**src/rtl/imm_gen_pkg.sv**
```systemverilog
// Shared types for the decode-stage immediate generator: format enum,
// major-opcode constants and the buffered entry record.
package imm_gen_pkg;

  localparam int XLEN_MAX = 64;

  // C.B* reports FMT_B; is_rel still marks it as a branch target.
  typedef enum logic [2:0] {
    FMT_NONE = 3'd0,
    FMT_I    = 3'd1,
    FMT_S    = 3'd2,
    FMT_B    = 3'd3,
    FMT_U    = 3'd4,
    FMT_J    = 3'd5,
    FMT_CI   = 3'd6,
    FMT_CJ   = 3'd7
  } imm_fmt_t;

  localparam logic [4:0] OPC_LOAD     = 5'b00000;
  localparam logic [4:0] OPC_OP_IMM   = 5'b00100;
  localparam logic [4:0] OPC_AUIPC    = 5'b00101;
  localparam logic [4:0] OPC_OP_IMM32 = 5'b00110;
  localparam logic [4:0] OPC_STORE    = 5'b01000;
  localparam logic [4:0] OPC_LUI      = 5'b01101;
  localparam logic [4:0] OPC_BRANCH   = 5'b11000;
  localparam logic [4:0] OPC_JALR     = 5'b11001;
  localparam logic [4:0] OPC_JAL      = 5'b11011;

  localparam logic [2:0] C_F3_ADDI = 3'b000;
  localparam logic [2:0] C_F3_LI   = 3'b010;
  localparam logic [2:0] C_F3_LUI  = 3'b011;
  localparam logic [2:0] C_F3_J    = 3'b101;
  localparam logic [2:0] C_F3_BEQZ = 3'b110;
  localparam logic [2:0] C_F3_BNEZ = 3'b111;

  typedef enum logic [1:0] {
    ST_EMPTY = 2'd0,
    ST_ONE   = 2'd1,
    ST_FULL  = 2'd2
  } buf_state_t;

  // Fields are sized for the widest XLEN; narrower builds use the low bits.
  typedef struct packed {
    logic [XLEN_MAX-1:0] imm;
    imm_fmt_t            fmt;
    logic                is_rel;
    logic [XLEN_MAX-1:0] target;
    logic                illegal;
  } entry_t;

endpackage

```
**src/rtl/imm_gen_pipe_decode.sv**
```systemverilog
// Combinational immediate decode: instruction word + PC -> entry record.
// RVC_EN adds quadrant-01 compressed decode; otherwise compressed is illegal.
module imm_decode
  import imm_gen_pkg::*;
#(
  parameter int XLEN     = 32,
  parameter int RV64_OPS = 0
) (
  input  logic [31:0]     instr_i,
  input  logic [XLEN-1:0] pc_i,
  output entry_t          ent_o
);

  localparam bit OPIMM32_EN = (XLEN == 64) && (RV64_OPS != 0);

  logic [63:0]     imm;
  imm_fmt_t        fmt;
  logic            rel;
  logic            ill;
  logic [XLEN-1:0] tgt;

  always_comb begin
    imm = '0;
    fmt = FMT_NONE;
    rel = 1'b0;
    ill = 1'b0;
    if (instr_i[1:0] == 2'b11) begin
      case (instr_i[6:2])
        OPC_OP_IMM, OPC_LOAD, OPC_JALR: begin
          imm = {{52{instr_i[31]}}, instr_i[31:20]};
          fmt = FMT_I;
        end
        OPC_OP_IMM32: begin
          if (OPIMM32_EN) begin
            imm = {{52{instr_i[31]}}, instr_i[31:20]};
            fmt = FMT_I;
          end else begin
            ill = 1'b1;
          end
        end
        OPC_STORE: begin
          imm = {{52{instr_i[31]}}, instr_i[31:25], instr_i[11:7]};
          fmt = FMT_S;
        end
        OPC_BRANCH: begin
          imm = {{51{instr_i[31]}}, instr_i[31], instr_i[7], instr_i[30:25],
                 instr_i[11:8], 1'b0};
          fmt = FMT_B;
          rel = 1'b1;
        end
        OPC_JAL: begin
          imm = {{43{instr_i[31]}}, instr_i[31], instr_i[19:12], instr_i[20],
                 instr_i[30:21], 1'b0};
          fmt = FMT_J;
          rel = 1'b1;
        end
        OPC_AUIPC, OPC_LUI: begin
          imm = {{32{instr_i[31]}}, instr_i[31:12], 12'b0};
          fmt = FMT_U;
          rel = (instr_i[6:2] == OPC_AUIPC);
        end
        default: ill = 1'b1;
      endcase
    end else begin
`ifdef RVC_EN
      if (instr_i[1:0] == 2'b01) begin
        case (instr_i[15:13])
          C_F3_ADDI, C_F3_LI: begin
            imm = {{58{instr_i[12]}}, instr_i[12], instr_i[6:2]};
            fmt = FMT_CI;
          end
          C_F3_LUI: begin
            // rd=0 is reserved, rd=2 is C.ADDI16SP (not decoded here)
            if (instr_i[11:7] == 5'd0 || instr_i[11:7] == 5'd2) begin
              ill = 1'b1;
            end else begin
              imm = {{46{instr_i[12]}}, instr_i[12], instr_i[6:2], 12'b0};
              fmt = FMT_CI;
            end
          end
          C_F3_J: begin
            imm = {{52{instr_i[12]}}, instr_i[12], instr_i[8], instr_i[10:9],
                   instr_i[6], instr_i[7], instr_i[2], instr_i[11],
                   instr_i[5:3], 1'b0};
            fmt = FMT_CJ;
            rel = 1'b1;
          end
          C_F3_BEQZ, C_F3_BNEZ: begin
            imm = {{55{instr_i[12]}}, instr_i[12], instr_i[6:5], instr_i[2],
                   instr_i[11:10], instr_i[4:3], 1'b0};
            fmt = FMT_B;
            rel = 1'b1;
          end
          default: ill = 1'b1;
        endcase
      end else begin
        ill = 1'b1;
      end
`else
      ill = 1'b1;
`endif
    end
  end

  assign tgt = pc_i + imm[XLEN-1:0];

  always_comb begin
    ent_o                  = '0;
    ent_o.imm              = imm;
    ent_o.fmt              = fmt;
    ent_o.is_rel           = rel;
    ent_o.illegal          = ill;
    ent_o.target[XLEN-1:0] = tgt;
  end

endmodule

```
**src/rtl/imm_gen_pipe.sv**
```systemverilog
// Pipelined immediate generator: decode feeding a 2-entry in-order skid buffer.
// Optional RVC_EN macro enables compressed quadrant-01 decode in imm_decode.
module imm_gen_pipe
  import imm_gen_pkg::*;
#(
  parameter int XLEN     = 32,
  parameter int RV64_OPS = 0
) (
  input  logic            clk,
  input  logic            rst_n,
  input  logic            flush,
  input  logic            in_valid,
  output logic            in_ready,
  input  logic [31:0]     in_instr,
  input  logic [XLEN-1:0] in_pc,
  output logic            out_valid,
  input  logic            out_ready,
  output logic [XLEN-1:0] out_imm,
  output imm_fmt_t        out_fmt,
  output logic            out_is_rel,
  output logic [XLEN-1:0] out_target,
  output logic            out_illegal
);

  buf_state_t state_q, state_d;
  entry_t     head_q, head_d, tail_q, tail_d, dec;
  logic       accept, pop;

  imm_decode #(.XLEN(XLEN), .RV64_OPS(RV64_OPS)) u_dec (
    .instr_i (in_instr),
    .pc_i    (in_pc),
    .ent_o   (dec)
  );

  // Ready depends only on registered state, never on out_ready.
  assign in_ready  = (state_q != ST_FULL);
  assign out_valid = (state_q != ST_EMPTY);
  assign accept    = in_valid && in_ready && !flush;
  assign pop       = out_valid && out_ready;

  always_comb begin
    state_d = state_q;
    head_d  = head_q;
    tail_d  = tail_q;
    if (flush) begin
      state_d = ST_EMPTY;
    end else begin
      case (state_q)
        ST_EMPTY: begin
          if (accept) begin
            head_d  = dec;
            state_d = ST_ONE;
          end
        end
        ST_ONE: begin
          if (accept && pop) begin
            head_d = dec;
          end else if (accept) begin
            tail_d  = dec;
            state_d = ST_FULL;
          end else if (pop) begin
            state_d = ST_EMPTY;
          end
        end
        ST_FULL: begin
          if (pop) begin
            head_d  = tail_q;
            state_d = ST_ONE;
          end
        end
        default: state_d = ST_EMPTY;
      endcase
    end
  end

  always_ff @(posedge clk or negedge rst_n) begin
    if (!rst_n) begin
      state_q <= ST_EMPTY;
      head_q  <= '0;
      tail_q  <= '0;
    end else begin
      state_q <= state_d;
      head_q  <= head_d;
      tail_q  <= tail_d;
    end
  end

  assign out_imm     = head_q.imm[XLEN-1:0];
  assign out_fmt     = head_q.fmt;
  assign out_is_rel  = head_q.is_rel;
  assign out_target  = head_q.target[XLEN-1:0];
  assign out_illegal = head_q.illegal;

  // Upper halves of the head entry are dead when XLEN is narrower than the record.
  if (XLEN < XLEN_MAX) begin : g_narrow
    logic unused_hi;
    assign unused_hi = ^{head_q.imm[XLEN_MAX-1:XLEN], head_q.target[XLEN_MAX-1:XLEN]};
  end

endmodule

```
**config.mk**
```make
export PLATFORM = sky130hd
export DESIGN_NAME = imm_gen_pipe
export DESIGN_NICKNAME = d
export VERILOG_FILES = /design/src/rtl/imm_gen_pkg.sv /design/src/rtl/imm_gen_pipe_decode.sv /design/src/rtl/imm_gen_pipe.sv
export SDC_FILE = /design/constraint.sdc
export NUM_CORES = 1
export LEC_CHECK = 0
export ABC_AREA = 1
export CAP_MARGIN = 20
export CELL_PAD_IN_SITES_DETAIL_PLACEMENT = 1
export CELL_PAD_IN_SITES_GLOBAL_PLACEMENT = 2
export CORE_UTILIZATION = 30
export CTS_CLUSTER_DIAMETER = 60
export DETAILED_ROUTE_END_ITERATION = 7
export PLACE_DENSITY = 0.86
export SLEW_MARGIN = 40
export SYNTH_ARGS = -nofsm -noshare
export SYNTH_HDL_FRONTEND = slang
export SYNTH_HIERARCHICAL = 1
export SYNTH_SLANG_ARGS = --single-unit
```
**constraint.sdc**
```tcl
create_clock -name clk -period 1.95 [get_ports clk]
set_input_delay 0.2925 -clock clk [delete_from_list [all_inputs] [get_ports clk]]
set_output_delay 0.2925 -clock clk [all_outputs]
set_load 0.02 [all_outputs]
```
; ---- Word level (Yosys, flattened, before mapping)
; Cells that the tools add are included.
[op_classes]
bitwise = 2
order_cmp = 0
n_div = 0
add_sub_neg = 1
multipliers = 0
n_shift = 0
reduce_logical = 16
n_mux = 19
eq_ne = 18
[op_table]
columns = operator, count
row1 = 101-bit 2-to-1 mux, 3
row2 = 101-bit case mux with 3 select lines, 1
row3 = 32-bit case mux with 5 select lines, 1
row4 = 32-bit adder, 1
row5 = 32-bit 2-to-1 mux, 1
row6 = 5-bit == test (second input constant), 3
row7 = 3-bit case mux with 5 select lines, 1
row8 = 2-bit 2-to-1 mux, 6
row9 = 5-bit by 3-bit == test with 1-bit output (second input constant), 2
row10 = 5-bit by 4-bit == test with 1-bit output (second input constant), 2
row11 = 3-bit inequality test (second input constant), 3
row12 = 2-bit inequality test (second input constant), 4
row13 = 4-bit AND reduction, 2
row14 = 8-bit OR reduction, 1
row15 = 2-bit case mux with 3 select lines, 1
row16 = 5-bit zero test, 1
row17 = 5-bit AND reduction, 1
row18 = 2-bit == test (second input constant), 2
row19 = 1-bit logical AND, 4
row20 = 4-bit inequality test (second input constant), 1
row21 = 2-bit OR reduction, 2
row22 = 1-bit 2-to-1 mux, 3
row23 = 3-bit 2-to-1 mux, 1
row24 = 3-bit nonzero test, 1
row25 = other kinds (7), 8
[totals]
memories = 0
romBits = 0
word_cells = 67
ram_bits = 0
latchBits = 0
regBits = 140

; ---- Longest topological paths before layout
[logic_depth]
ltp_word = 7
mapped_depth = 22
mapped_depth_nobuf = 22

; ---- Cells and area by module
; The synthesis kept the hierarchy.
[by_module_without_submodules]
columns = mod, cells_per_inst, area_per_inst_um2, seq_area_each_um2, instances
row1 = imm_gen_pipe, 792, 6268.5, 3503.4, 1
row2 = imm_decode, 691, 3444.6, 0.0, 1

; ---- Worst setup path after synthesis
; Ideal clock, no wire load.
[synth_timing]
path_kind = input -> register
start = input in_instr[6]
end = register head_q, in the netlist out_target[31]
arrival_time_ps = 2457
n_path_buf = 2
path_stages = 22
t_required_ps = 1833
setup_time_ps = 117
slack_ps = -624
path_cell_list = buf_6 > nor2_2 > nand2_2 > a31oi_4 > nor2_2 > buf_6 > a21oi_2 > ha_1 > nand2_1 > inv_1 > nand2_1 > nand2_1 > inv_1 > nand2_1 > a21oi_1 > nand2_1 > nand2_1 > nand2_1 > nand2_1 > o21ai_0 > nand3_1 > nand2_1
[synth_rtl]
columns = element, line_no
row1 = start: declaration, imm_gen_pipe.sv:14  ; input logic [31:0] in_instr,
row2 = end signal: assignment, imm_gen_pipe.sv:79  ; head_q <= '0;
row3 = end signal: assignment, imm_gen_pipe.sv:83  ; head_q <= head_d;
row4 = end: declaration, imm_gen_pipe.sv:26  ; entry_t head_q, head_d, tail_q, tail_d, dec;

==> impl_metrics.ini <==
[die]
core_area_sq_um = 30000
start_util_pct = 30.8
die_w_microns = 177
die_area_sq_um = 31500
rows = 63
fp.dieH_microns = 177
io_pins = 140

[routing]
drt_iter0_markers = 495
ant_nets = 0
first_pass_iters = 5
via_per_inst = 4.80
wl_per_cell_microns = 18.0
routed_wl_mm = 38.4
vias = 10220
drc = 0

[placement]
gp_congestion = 0.888
io_buffer_count = 139
dp_hpwl_mm = 27.6

[worst_setup_path]
critPathKind = in -> reg
crit_required_ns = 2.27
r2r_slack_ns = 0.26
startpoint_type = input pin
critPathMaxStageDelay_ns = 0.23
crit_path_end_kind = register
path_max_fanout = 4
timing.rr.start = state_q[0]
r2r_cells = 6
crit_arrival_ns = 2.90
cp_slowest_cell = ha_1
timing.rr.end = tail_q[10]
cp_common_cell = nand2_1

[outcome]
violations = setup timing
status = finished, violations left

[timing]
fmax_mhz = 388
slew-limit-headroom_pct = 69.7
fin_worst_skew_ns = 0.00583
finalSetupTns_ns = -27.07
hold_viol_final = 0
slew_viol_final = 0
setup_viol = 58
finalCritPeriodShare_pct = 132
grt_setup_unrepaired = true
fin_ws_ns = -0.626
timing.final.crit_period_ns = 2.58
tightest_slew_ns = 0.454

[final_layout]
diodes = 0
num-fill-cells = 3651
seqCellArea_sq_um = 3500
drive_above_1_share_pct = 32.2
syn_to_final_growth_pct = 62.0
nNetsFinal = 1829
final_core_util_pct = 49.9
multi_input_area_sq_um = 6320

[yosys]
syn_nets = 1519
synth_warnings = 6
postSynthCellCount = 1418
avgSynthCellArea_sq_um = 6.51
syn-cell-area_sq_um = 9230

[global_route]
grt_overflow = 0
use_met1_pct = 31.3
grt_pass1_wl_mm = 59.6
busiest_layer = met2
use_met2_pct = 43.0
grt_usage_pct = 25.0
grtUsageMet3_pct = 3.43
grt_pass1_vias = 10726
grt_max_degree = 72
antenna_found_initial = 0

[clock_tree]
htree_num_levels = 4
numClockSinks = 140
numCtsBuffers = 17
path_clk_slew_ns = 0.06
clk_latency_ns = 0.43
cts_tree = built
clock_path_buffers = 2
cts_root_buf = clkbuf_16

[power]
power_leakage_nw = 7.72
finalPower_w = 0.0102
ir_drop_mv = 0.382
p_per_area_nw_per_um2 = 680

[hold_path]
hold_class = in -> async

[flow_run]
cap_viol_max_count = 0
## where the power goes
group / total [W] / internal [W] / switching, W / leakage (nW)
registers: 0.00380 / 0.00354 / 0.000269 / 1.72
logic: 0.00309 / 0.00134 / 0.00175 / 5.73
clock network: 0.00327 / 0.00191 / 0.00137 / 0.265
## repair_timing
action | 4_1_cts | 5_1_grt
endpoints found under the hold margin | 41 | 0
buffers inserted | 48 | 16
endpoints found under the setup margin | 99 | 60
gates resized for setup | 342 | 82
pin swaps | 132 | 49
hold buffers | 1 | 0
## per-stage QoR
step / instances / instance area [sq um] / setup WS (ns) / hold WS [ns]
2_1_floorplan: 1418 / 9520 / -0.539 / -0.00309
3_3_place_gp: 2036 / 12400 / -1.99 / 0.252
3_5_place_dp: 2036 / 12400 / -2.04 / 0.260
4_1_cts: 2113 / 14500 / -0.551 / 0.361
5_1_grt: 2129 / 14900 / -0.808 / 0.388
6_report: 2129 / 14900 / -0.626 / 0.363
## layout by cell type, fill, tap and decap left out, types with 5 or more instances in the layout
cell and count:
buf_6 28, inv_1 179, nand4_1 5, clkbuf_16 17, a21oi_4 23, buf_4 174, xor2_2 9, nand3_4 8
nand2_2 90, a21oi_2 16, inv_2 34, ha_4 27, o21ai_1 19, clkdlybuf4s50_1 126, a21oi_1 58, nand3_1 110
nand3_2 5, nand2_4 37, nor2_4 23, dlygate4sd2_1 7, dfrtp_1 139, nor2_1 78, nor2_2 16, o21ai_0 50
nand2_1 398, buf_12 13
## flip-flops by register name, indices dropped and copies added (netlist names)
name	count
out_fmt	3
out_illegal	1
out_imm	32
out_is_rel	1
out_target	32
state_q	2
tail_q	69
## worst max-delay path, delay by kind of cell
kind                       cells  cell delay, ns
adders and majority gates      1            0.23
and+or+nand+nor               18            1.64
buffers and inverters          5            0.57
AOI/OAI and AO/OA              1            0.17
## routing by layer
layer / part of all wire [%] / up-vias / wire [microns]
met3: 3.1 / 57 / 1170
met4: 3.3 / 0 / 1270
li1: - / 4980 / -
met2: 50 / 202 / 19100
met5: 0 / - / 0
met1: 44 / 4981 / 16800
## cell type report
cell class	instances	area share (%)
Clock buffer	20	2.99
Clock inverter	10	0.787
Inverter	217	5.58
Multi-Input combinational cell	1000	42.3
Sequential cell	140	23.4
Tap cell	390	3.26
Timing Repair Buffer	352	21.7
## worst max path at each step
stage / end / slack [ns] / cells after the start / startpoint
floorplan: out_target[31] / -0.54 / 22 / in_instr[5]
global placement: out_target[28] / -1.99 / 22 / in_instr[5]
detailed placement: out_target[28] / -2.04 / 22 / in_instr[5]
CTS: out_target[26] / -0.55 / 24 / in_instr[5]
global route: out_target[29] / -0.81 / 25 / in_instr[5]
finish: out_target[29] / -0.63 / 25 / in_instr[5]
(Power assumes the default switching activity.)
